==> config.mk <==
export PLATFORM = sky130hd
export DESIGN_NAME = framebuffer_write_arbiter_flat
export DESIGN_NICKNAME = d
export VERILOG_FILES = /design/src/rtl/framebuffer_write_arbiter_if.sv /design/src/rtl/framebuffer_write_arbiter.sv /design/src/flat_wrapper.sv
export SDC_FILE = /design/constraint.sdc
export NUM_CORES = 1
export LEC_CHECK = 0
export CAP_MARGIN = 20
export CORE_MARGIN = 1
export CORE_UTILIZATION = 55
export CTS_CLUSTER_SIZE = 8
export DETAILED_ROUTE_END_ITERATION = 7
export PLACE_DENSITY = 0.78
export SLEW_MARGIN = 10
export SYNTH_ARGS = -nofsm -noshare
export SYNTH_HDL_FRONTEND = slang
export SYNTH_SLANG_ARGS = --single-unit
==> constraint.sdc <==
create_clock -name i_Clock -period 6.3 [get_ports i_Clock]
set_clock_uncertainty 0.1 [all_clocks]
set_input_delay 1.26 -clock i_Clock [delete_from_list [all_inputs] [get_ports i_Clock]]
set_output_delay 1.26 -clock i_Clock [all_outputs]
set_load 0.01 [all_outputs]
==> src/rtl/framebuffer_write_arbiter_if.sv <==
`default_nettype none
// ============================================================================
// Module      : framebuffer_write_arbiter_if
// Description : Bundles the three buses of the framebuffer write arbiter:
//               - the CPU pixel write channel (valid/ready), with its
//                 address-error pulse;
//               - the fill-engine command channel (start/base/length/colour),
//                 with its busy and done status;
//               - the registered framebuffer write port.
//               Signal names keep their arbiter-relative direction prefixes
//               (i_ = into the arbiter, o_ = out of the arbiter).
//               Modports:
//               - slave  : the arbiter side.
//               - master : the requester / framebuffer side.
// Revision    : 1.0 - initial release
// ============================================================================
interface framebuffer_write_arbiter_if #(
  parameter int BITS_PER_PIXEL = 3
);
  // CPU pixel write channel
  logic                      i_Cpu_Write_Valid;
  logic [31:0]               i_Cpu_Write_Addr;
  logic [BITS_PER_PIXEL-1:0] i_Cpu_Write_Data;
  logic                      o_Cpu_Write_Ready;
  logic                      o_Cpu_Addr_Error;

  // Fill engine command channel
  logic                      i_Fill_Start;
  logic [31:0]               i_Fill_Base;
  logic [31:0]               i_Fill_Length;
  logic [BITS_PER_PIXEL-1:0] i_Fill_Color;
  logic                      o_Fill_Busy;
  logic                      o_Fill_Done;

  // Framebuffer write port
  logic                      o_Fb_Write_Enable;
  logic [31:0]               o_Fb_Write_Addr;
  logic [BITS_PER_PIXEL-1:0] o_Fb_Write_Data;

  modport slave (
    input  i_Cpu_Write_Valid, i_Cpu_Write_Addr, i_Cpu_Write_Data,
    input  i_Fill_Start, i_Fill_Base, i_Fill_Length, i_Fill_Color,
    output o_Cpu_Write_Ready, o_Cpu_Addr_Error,
    output o_Fill_Busy, o_Fill_Done,
    output o_Fb_Write_Enable, o_Fb_Write_Addr, o_Fb_Write_Data
  );

  modport master (
    output i_Cpu_Write_Valid, i_Cpu_Write_Addr, i_Cpu_Write_Data,
    output i_Fill_Start, i_Fill_Base, i_Fill_Length, i_Fill_Color,
    input  o_Cpu_Write_Ready, o_Cpu_Addr_Error,
    input  o_Fill_Busy, o_Fill_Done,
    input  o_Fb_Write_Enable, o_Fb_Write_Addr, o_Fb_Write_Data
  );
endinterface
`default_nettype wire

==> src/rtl/framebuffer_write_arbiter.sv <==
`default_nettype none
// ============================================================================
// Module      : framebuffer_write_arbiter
// Description : Owns the single framebuffer write port and shares it between
//               CPU pixel writes and a hardware fill engine that paints a
//               contiguous pixel range with one colour. While a fill runs the
//               two requesters alternate (fill first), so each gets at least
//               half the bandwidth. Writes outside 0..FRAMEBUFFER_DEPTH-1 are
//               dropped before reaching the RAM.
// Ports       : i_Clock  - clock, all logic on posedge
//               i_Reset  - asynchronous active-high reset
//               bus      - framebuffer_write_arbiter_if.slave:
//                          * CPU valid/ready write channel + address-error pulse
//                          * fill command (start/base/length/colour),
//                            busy and done status
//                          * registered framebuffer write enable/addr/data
// Revision    : 1.0 - initial release
// ============================================================================
module framebuffer_write_arbiter #(
  parameter int BITS_PER_PIXEL    = 3,
  parameter int FRAMEBUFFER_DEPTH = 640 * 480
) (
  input  wire logic                   i_Clock,
  input  wire logic                   i_Reset,
  framebuffer_write_arbiter_if.slave  bus
);

  localparam logic [1:0]  c_STATE_IDLE = 2'd0;
  localparam logic [1:0]  c_STATE_FILL = 2'd1;
  localparam logic [1:0]  c_STATE_DONE = 2'd2;

  localparam logic [32:0] c_DEPTH = 33'(FRAMEBUFFER_DEPTH);

  logic [1:0]                r_State;
  logic                      r_Cpu_Turn;
  logic [31:0]               r_Count;
  logic [31:0]               r_Base;
  logic [31:0]               r_Length;
  logic [BITS_PER_PIXEL-1:0] r_Color;

  logic                      r_Fb_We;
  logic [31:0]               r_Fb_Addr;
  logic [BITS_PER_PIXEL-1:0] r_Fb_Data;
  logic                      r_Addr_Err;

  logic [32:0] w_Fill_Addr;
  logic        w_Fill_In_Range;
  logic        w_Cpu_In_Range;
  logic        w_Cpu_Ready;
  logic        w_Cpu_Issue;
  logic        w_Fill_Issue;
  logic        w_Fill_Last;

  // 33-bit sum so a base near 2^32 cannot wrap back into the valid range.
  assign w_Fill_Addr     = {1'b0, r_Base} + {1'b0, r_Count};
  assign w_Fill_In_Range = (w_Fill_Addr < c_DEPTH);
  assign w_Cpu_In_Range  = ({1'b0, bus.i_Cpu_Write_Addr} < c_DEPTH);

  // Ready comes from state only, never from valid.
  assign w_Cpu_Ready  = (r_State == c_STATE_FILL) ? r_Cpu_Turn : 1'b1;
  assign w_Cpu_Issue  = bus.i_Cpu_Write_Valid && w_Cpu_Ready;
  // The fill engine takes every FILL cycle the CPU does not use.
  assign w_Fill_Issue = (r_State == c_STATE_FILL) && !w_Cpu_Issue;
  assign w_Fill_Last  = w_Fill_Issue && (r_Count == (r_Length - 32'd1));

  always_ff @(posedge i_Clock or posedge i_Reset) begin
    if (i_Reset) begin
      r_State    <= c_STATE_IDLE;
      r_Cpu_Turn <= 1'b0;
      r_Count    <= 32'd0;
      r_Base     <= 32'd0;
      r_Length   <= 32'd0;
      r_Color    <= '0;
    end else begin
      case (r_State)
        c_STATE_IDLE: begin
          if (bus.i_Fill_Start) begin
            r_Base     <= bus.i_Fill_Base;
            r_Length   <= bus.i_Fill_Length;
            r_Color    <= bus.i_Fill_Color;
            r_Count    <= 32'd0;
            r_Cpu_Turn <= 1'b0;
            r_State    <= (bus.i_Fill_Length == 32'd0) ? c_STATE_DONE : c_STATE_FILL;
          end
        end
        c_STATE_FILL: begin
          if (w_Cpu_Issue) begin
            r_Cpu_Turn <= 1'b0;
          end else begin
            r_Count    <= r_Count + 32'd1;
            r_Cpu_Turn <= 1'b1;
            if (w_Fill_Last) begin
              r_State <= c_STATE_DONE;
            end
          end
        end
        c_STATE_DONE: begin
          r_State <= c_STATE_IDLE;
        end
        default: begin
          r_State <= c_STATE_IDLE;
        end
      endcase
    end
  end

  // Registered write port. Address/data only move on a real write so the
  // RAM-side bus stays quiet on idle and clipped cycles.
  always_ff @(posedge i_Clock or posedge i_Reset) begin
    if (i_Reset) begin
      r_Fb_We    <= 1'b0;
      r_Fb_Addr  <= 32'd0;
      r_Fb_Data  <= '0;
      r_Addr_Err <= 1'b0;
    end else begin
      r_Fb_We    <= (w_Cpu_Issue && w_Cpu_In_Range) || (w_Fill_Issue && w_Fill_In_Range);
      r_Addr_Err <= w_Cpu_Issue && !w_Cpu_In_Range;
      if (w_Cpu_Issue && w_Cpu_In_Range) begin
        r_Fb_Addr <= bus.i_Cpu_Write_Addr;
        r_Fb_Data <= bus.i_Cpu_Write_Data;
      end else if (w_Fill_Issue && w_Fill_In_Range) begin
        r_Fb_Addr <= w_Fill_Addr[31:0];
        r_Fb_Data <= r_Color;
      end
    end
  end

  assign bus.o_Cpu_Write_Ready = w_Cpu_Ready;
  assign bus.o_Cpu_Addr_Error  = r_Addr_Err;
  assign bus.o_Fill_Busy       = (r_State == c_STATE_FILL);
  assign bus.o_Fill_Done       = (r_State == c_STATE_DONE);
  assign bus.o_Fb_Write_Enable = r_Fb_We;
  assign bus.o_Fb_Write_Addr   = r_Fb_Addr;
  assign bus.o_Fb_Write_Data   = r_Fb_Data;

endmodule
`default_nettype wire
==> src/flat_wrapper.sv <==
// flat-port wrapper written by rule: the top's interface ports become plain ports
module framebuffer_write_arbiter_flat 
#(
  parameter int BITS_PER_PIXEL    = 3,
  parameter int FRAMEBUFFER_DEPTH = 640 * 480
)
  (i_Clock, i_Reset, bus_i_Cpu_Write_Valid, bus_i_Cpu_Write_Addr, bus_i_Cpu_Write_Data, bus_i_Fill_Start, bus_i_Fill_Base, bus_i_Fill_Length, bus_i_Fill_Color, bus_o_Cpu_Write_Ready, bus_o_Cpu_Addr_Error, bus_o_Fill_Busy, bus_o_Fill_Done, bus_o_Fb_Write_Enable, bus_o_Fb_Write_Addr, bus_o_Fb_Write_Data);
  framebuffer_write_arbiter_if #(.BITS_PER_PIXEL(BITS_PER_PIXEL)) bus_i ();
  input  wire logic i_Clock;
  input  wire logic i_Reset;
  input wire logic [$bits(bus_i.i_Cpu_Write_Valid)-1:0] bus_i_Cpu_Write_Valid;
  input wire logic [$bits(bus_i.i_Cpu_Write_Addr)-1:0] bus_i_Cpu_Write_Addr;
  input wire logic [$bits(bus_i.i_Cpu_Write_Data)-1:0] bus_i_Cpu_Write_Data;
  input wire logic [$bits(bus_i.i_Fill_Start)-1:0] bus_i_Fill_Start;
  input wire logic [$bits(bus_i.i_Fill_Base)-1:0] bus_i_Fill_Base;
  input wire logic [$bits(bus_i.i_Fill_Length)-1:0] bus_i_Fill_Length;
  input wire logic [$bits(bus_i.i_Fill_Color)-1:0] bus_i_Fill_Color;
  output wire logic [$bits(bus_i.o_Cpu_Write_Ready)-1:0] bus_o_Cpu_Write_Ready;
  output wire logic [$bits(bus_i.o_Cpu_Addr_Error)-1:0] bus_o_Cpu_Addr_Error;
  output wire logic [$bits(bus_i.o_Fill_Busy)-1:0] bus_o_Fill_Busy;
  output wire logic [$bits(bus_i.o_Fill_Done)-1:0] bus_o_Fill_Done;
  output wire logic [$bits(bus_i.o_Fb_Write_Enable)-1:0] bus_o_Fb_Write_Enable;
  output wire logic [$bits(bus_i.o_Fb_Write_Addr)-1:0] bus_o_Fb_Write_Addr;
  output wire logic [$bits(bus_i.o_Fb_Write_Data)-1:0] bus_o_Fb_Write_Data;
  assign bus_i.i_Cpu_Write_Valid = bus_i_Cpu_Write_Valid;
  assign bus_i.i_Cpu_Write_Addr = bus_i_Cpu_Write_Addr;
  assign bus_i.i_Cpu_Write_Data = bus_i_Cpu_Write_Data;
  assign bus_i.i_Fill_Start = bus_i_Fill_Start;
  assign bus_i.i_Fill_Base = bus_i_Fill_Base;
  assign bus_i.i_Fill_Length = bus_i_Fill_Length;
  assign bus_i.i_Fill_Color = bus_i_Fill_Color;
  assign bus_o_Cpu_Write_Ready = bus_i.o_Cpu_Write_Ready;
  assign bus_o_Cpu_Addr_Error = bus_i.o_Cpu_Addr_Error;
  assign bus_o_Fill_Busy = bus_i.o_Fill_Busy;
  assign bus_o_Fill_Done = bus_i.o_Fill_Done;
  assign bus_o_Fb_Write_Enable = bus_i.o_Fb_Write_Enable;
  assign bus_o_Fb_Write_Addr = bus_i.o_Fb_Write_Addr;
  assign bus_o_Fb_Write_Data = bus_i.o_Fb_Write_Data;
  framebuffer_write_arbiter #(.BITS_PER_PIXEL(BITS_PER_PIXEL), .FRAMEBUFFER_DEPTH(FRAMEBUFFER_DEPTH)) u_core (.i_Clock(i_Clock), .i_Reset(i_Reset), .bus(bus_i));
endmodule
# After elaboration in Yosys (flattened, before gate mapping)
# Cells that the tools add are included.
# Widths: inputs -> output; s select.
[classes] n_reduce_logical=17 mux=16 addsub=3 n_eq_ne=6 n_lt_le_gt_ge=2
[op_table] op="$mux 32" count=4
[op_table] op="$pmux 32 s2" count=1
[op_table] op="$add 32x32->33" count=1
[op_table] op="$lt 33x19->1 const B" count=1
[op_table] op="$add 32x1->32 const B" count=1
[op_table] op="$eq 32x32->1" count=1
[op_table] op="$logic_not 32->1" count=1
[op_table] op="$lt 32x19->1 const B" count=1
[op_table] op="$sub 32x1->32 const B" count=1
[op_table] op="$mux 2" count=4
[op_table] op="$logic_and 1x1->1" count=6
[op_table] op="$mux 3" count=2
[op_table] op="$reduce_and 3->1" count=2
[op_table] op="$ne 2x2->1 const B" count=2
[op_table] op="$pmux 2 s2" count=1
[op_table] op="$reduce_and 2->1" count=2
[op_table] op="$reduce_bool 2->1" count=2
[op_table] op="$mux 1" count=3
[op_table] op="$eq 2x1->1 const B" count=1
[op_table] op="$eq 2x2->1 const B" count=1
[op_table] op="$logic_not 1->1" count=2
[op_table] op="$logic_not 2->1" count=1
[op_table] op="$ne 2x1->1 const B" count=1
[op_table] op="$pmux 1 s2" count=1
[op_table] op="$logic_or 1x1->1" count=1
[totals] output_inout_bits=40 elab_cells=54 ff_bits=139 in_bits=106

# Logic depth before layout (Yosys ltp)
[depth] word_depth=9 ltp_mapped=14

# Least setup slack after synthesis
# OpenSTA, ideal clock, no wires.
[synth_path] path_type="input to register" from="input bus_i_Fill_Start" to="register u_core.r_Fb_Data[1], in the netlist u_core.bus.o_Fb_Write_Data[1]" slack_ns=2.457 cell_stages=9 n_path_buf=1 arrival_time_ns=3.602 cell_sequence="nor2_1 > a311oi_1 > nand2_1 > a2111oi_0 > nand4_1 > or4_1 > buf_2 > o41ai_2 > a31oi_1"
[synth_rtl] item="start: declaration" line_no="flat_wrapper.sv:14" rtl="input wire logic [$bits(bus_i.i_Fill_Start)-1:0] bus_i_Fill_Start;"
[synth_rtl] item="end signal: assignment" line_no="framebuffer_write_arbiter.sv:120" rtl="r_Fb_Data <= bus.i_Cpu_Write_Data;"
[synth_rtl] item="end signal: assignment" line_no="framebuffer_write_arbiter.sv:123" rtl="r_Fb_Data <= r_Color;"
[synth_rtl] item="end: declaration" line_no="framebuffer_write_arbiter.sv:43" rtl="logic [BITS_PER_PIXEL-1:0] r_Fb_Data;"

==> impl_metrics.ini <==
[yosys]
syn_nets = 1122
synth-seq-area-share = 0.374
synthesis.instances = 981
yosysTopAreaCellShare = 0.374
yosysTopAreaCell = dfrtp_1
synthArstFlopShare = 1.00
ys_seq_elements = 139
synth_edf_count = 0
syn_area_per_cell_sq_um = 9.49
syn-cell-area_sq_um = 9310
yosys_warnings = 0
synth_ff_type = dfrtp_1
yosys-top-cells-area = dfrtp_1, mux2_2, ha_1
yosysUniqueCellTypes = 77

[placement]
dpl.hpwl_um = 17100
io_buffers = 145
gp_congestion = 0.903

[setup_path]
worstPathRequired_ns = 6.49
cp-start-kind = primary input
crit_slowest_cell = or4_1
path_cells = clkdlybuf4s50_1 > nor2_1 > a311oi_1 > nand2_1 > a2111oi_0 > nand4_1 > or4_1 > buf_16 > o41ai_2 > a31oi_1
cp-end-kind = register
arrival_ns = 5.02
cp_max_fo = 14
critPathMaxStageDelay_ns = 0.78
critPathKind = in -> reg

[cts]
cts.sinks = 139
cts_hold_buf = 0
clk_pin_slew_ns = 0.06
cts_made_buffers = 17
cts_tree = built
cts_max_path_buffers = 2
cts_root_buf = clkbuf_16
cts_setup_buffers = 0
cts_resized = 0
clock_latency_ns = 0.43
cts_max_level = 4

[routing]
route.detailed.wl_per_inst_um = 17.5
via_count = 8107
routed_wl_um = 23300
routed_via_density = 6.10
drc = 0
drt_pass1_iterations = 5
ant_nets = 0
first_iter_violations = 614

[finish]
nNetsFinal = 1238
layout-drive-gt1-share = 0.142
n_fill_cell = 1290
final_core_util = 0.701
area_growth_pct = 24.5
antenna_cells = 0

[power_and_ir_drop]
p_sw_frac = 0.365
finalPower_uw = 3730
p_seq_frac = 0.350
powerDensity_nw_per_um2 = 322
ir_worst_vdd_uv = 218
internal_power_uw = 2370
clockPowerShare = 0.287
switchingPower_uw = 1360
comb_power_share = 0.363
p_leak_uw = 0.00470

[sta]
min_period_ns = 4.83
tightest_slew_ns = 0.839
fmax_mhz = 207
rsz0062_at_grt = no
slew_violations = 0
setup_viol = 0
hold_viol = 0
fin_setup_tns_ns = 0
slew-limit-headroom = 0.433
fin_crit_sh = 0.767

[floorplan]
core_area_sq_um = 16500
start_util = 0.563
die_w_um = 132
die_area_sq_um = 17400
fp-row-count = 47
pin_count = 146
die_h_um = 132

[global_routing]
grt_usage = 0.278
grt_pass1_wl_um = 38800
gr-total-overflow = 0
grt_max_degree = 103
antenna_found_initial = 0
grt_pass1_vias = 7689

[job]
drv_cap = 0

[worst_hold_path]
hold_path.class = reg -> reg

[outcome]
outcome = finished, final reports clean
## path summary, 6_finish.rpt
path / start / end / slack, ns / cells past startpoint
min in group asynchronous: i_Reset / u_core.r_Base[10] / 1.14 / 2
setup / recovery: bus_i_Fill_Start / u_core.bus.o_Fb_Write_Addr[9] / 1.47 / 10
max in group asynchronous: i_Reset / u_core.r_Base[31] / 3.95 / 3
hold / removal: u_core.r_Color[0] / u_core.r_Color[0] / 0.41 / 1
setup reg to reg: u_core.r_Count[0] / u_core.bus.o_Fb_Write_Addr[9] / 2.02 / 13
hold reg to reg: u_core.r_Color[0] / u_core.r_Color[0] / 0.41 / 1
## power by group through the flow
| stage | registers, uW | logic, uW | clock network (uW) |
|---|---|---|---|
| 2_1_floorplan | 1230 | 1040 | 0 |
| 3_3_place_gp | 1310 | 1290 | 0 |
| 3_5_place_dp | 1320 | 1330 | 0 |
| 4_1_cts | 1300 | 1350 | 1080 |
| 5_1_grt | 1330 | 1500 | 1120 |
| 6_report | 1310 | 1360 | 1070 |
## cells in the mapped netlist (17+ instances only)
master / count
xor2_1: 46
nand2_1: 65
mux2_2: 67
or3_1: 19
dfrtp_1: 139
o41ai_2: 20
nand4_1: 43
inv_1: 20
nand3_1: 24
nor2_1: 88
xnor2_1: 36
a31oi_1: 24
ha_1: 34
nor3_1: 17
o21ai_0: 38
clkbuf_1: 42
a21oi_1: 63
## cell usage in the layout (no fill, tap or decap), types with 6 or more instances in the layout
master / synthesis / routed
a211oi_1: 8 / 8
a21boi_0: 9 / 9
a21o_1: 13 / 13
a21oi_1: 63 / 63
a31oi_1: 24 / 24
and2_1: 6 / 6
and3_1: 15 / 15
and4_1: 7 / 7
buf_4: 1 / 9
clkbuf_16: 0 / 17
clkdlybuf4s50_1: 0 / 145
dfrtp_1: 139 / 139
ha_1: 34 / 34
inv_1: 20 / 19
mux2_2: 67 / 67
mux2i_1: 9 / 9
nand2_1: 65 / 65
nand3_1: 24 / 24
nand4_1: 43 / 43
nor2_1: 88 / 88
nor3_1: 17 / 17
nor4_1: 15 / 15
o21ai_0: 38 / 38
o41ai_2: 20 / 20
or3_1: 19 / 19
xnor2_1: 36 / 35
xor2_1: 46 / 45
## logic make-up (layout without fill, tap and decap cells)
kind of cell    Yosys count  count (layout)  share of synthesized area
compound gates          242             242                      0.194
buf+inv                  80             209                     0.0367
flops                   139             139                      0.374
fa+ha+maj                35              35                     0.0478
mux                      76              76                     0.0907
xor+xnor                 82              82                     0.0772
simple gates            327             327                      0.180
## cell type report
class	instances	area, sq um	share of cell area
multi-input cells	762	5530	0.477
well taps	220	275	0.0238
clock inverters	14	195	0.0168
flip-flops and latches	139	3480	0.300
clock buffers	18	439	0.0379
inverters	20	77.6	0.00670
repair buffers	157	1590	0.138
## metal layers
metal | global-route usage | vias up | routed length, um
met5 | 0 | - | 0
met1 | 0.366 | 3900 | 10300
li1 | - | 3897 | -
met2 | 0.469 | 280 | 11400
met4 | 0.0762 | 0 | 368
met3 | 0.0523 | 30 | 1240
## metrics by stage
step | cell area, sq um | setup slack, ns | hold slack [ns] | cells
after global routing | 11600 | 1.22 | 0.418 | 1330
final | 11600 | 1.47 | 0.406 | 1330
after CTS | 11600 | 1.34 | 0.408 | 1329
after detailed placement | 10900 | 0.924 | 0.394 | 1297
after global placement | 10900 | 1.07 | 0.388 | 1296
after floorplan | 9310 | 1.22 | 0.374 | 981
## flip-flops by register name, summed over array words and instances (netlist names)
register / cells
u_core.r_Count: 32
u_core.r_State: 2
u_core.r_Length: 32
u_core.bus.o_Fb_Write_Addr: 32
u_core.r_Cpu_Turn: 1
u_core.bus.o_Fb_Write_Data: 3
u_core.bus.o_Cpu_Addr_Error: 1
u_core.bus.o_Fb_Write_Enable: 1
u_core.r_Base: 32
u_core.r_Color: 3
## worst max-delay path, delay by kind of cell
family / cells / cell delay [ns]
and+or+nand+nor: 4 / 1.42
buffers and inverters: 2 / 0.74
AOI/OAI and AO/OA: 4 / 1.60
Note: power is estimated with default switching activity, not from simulation.
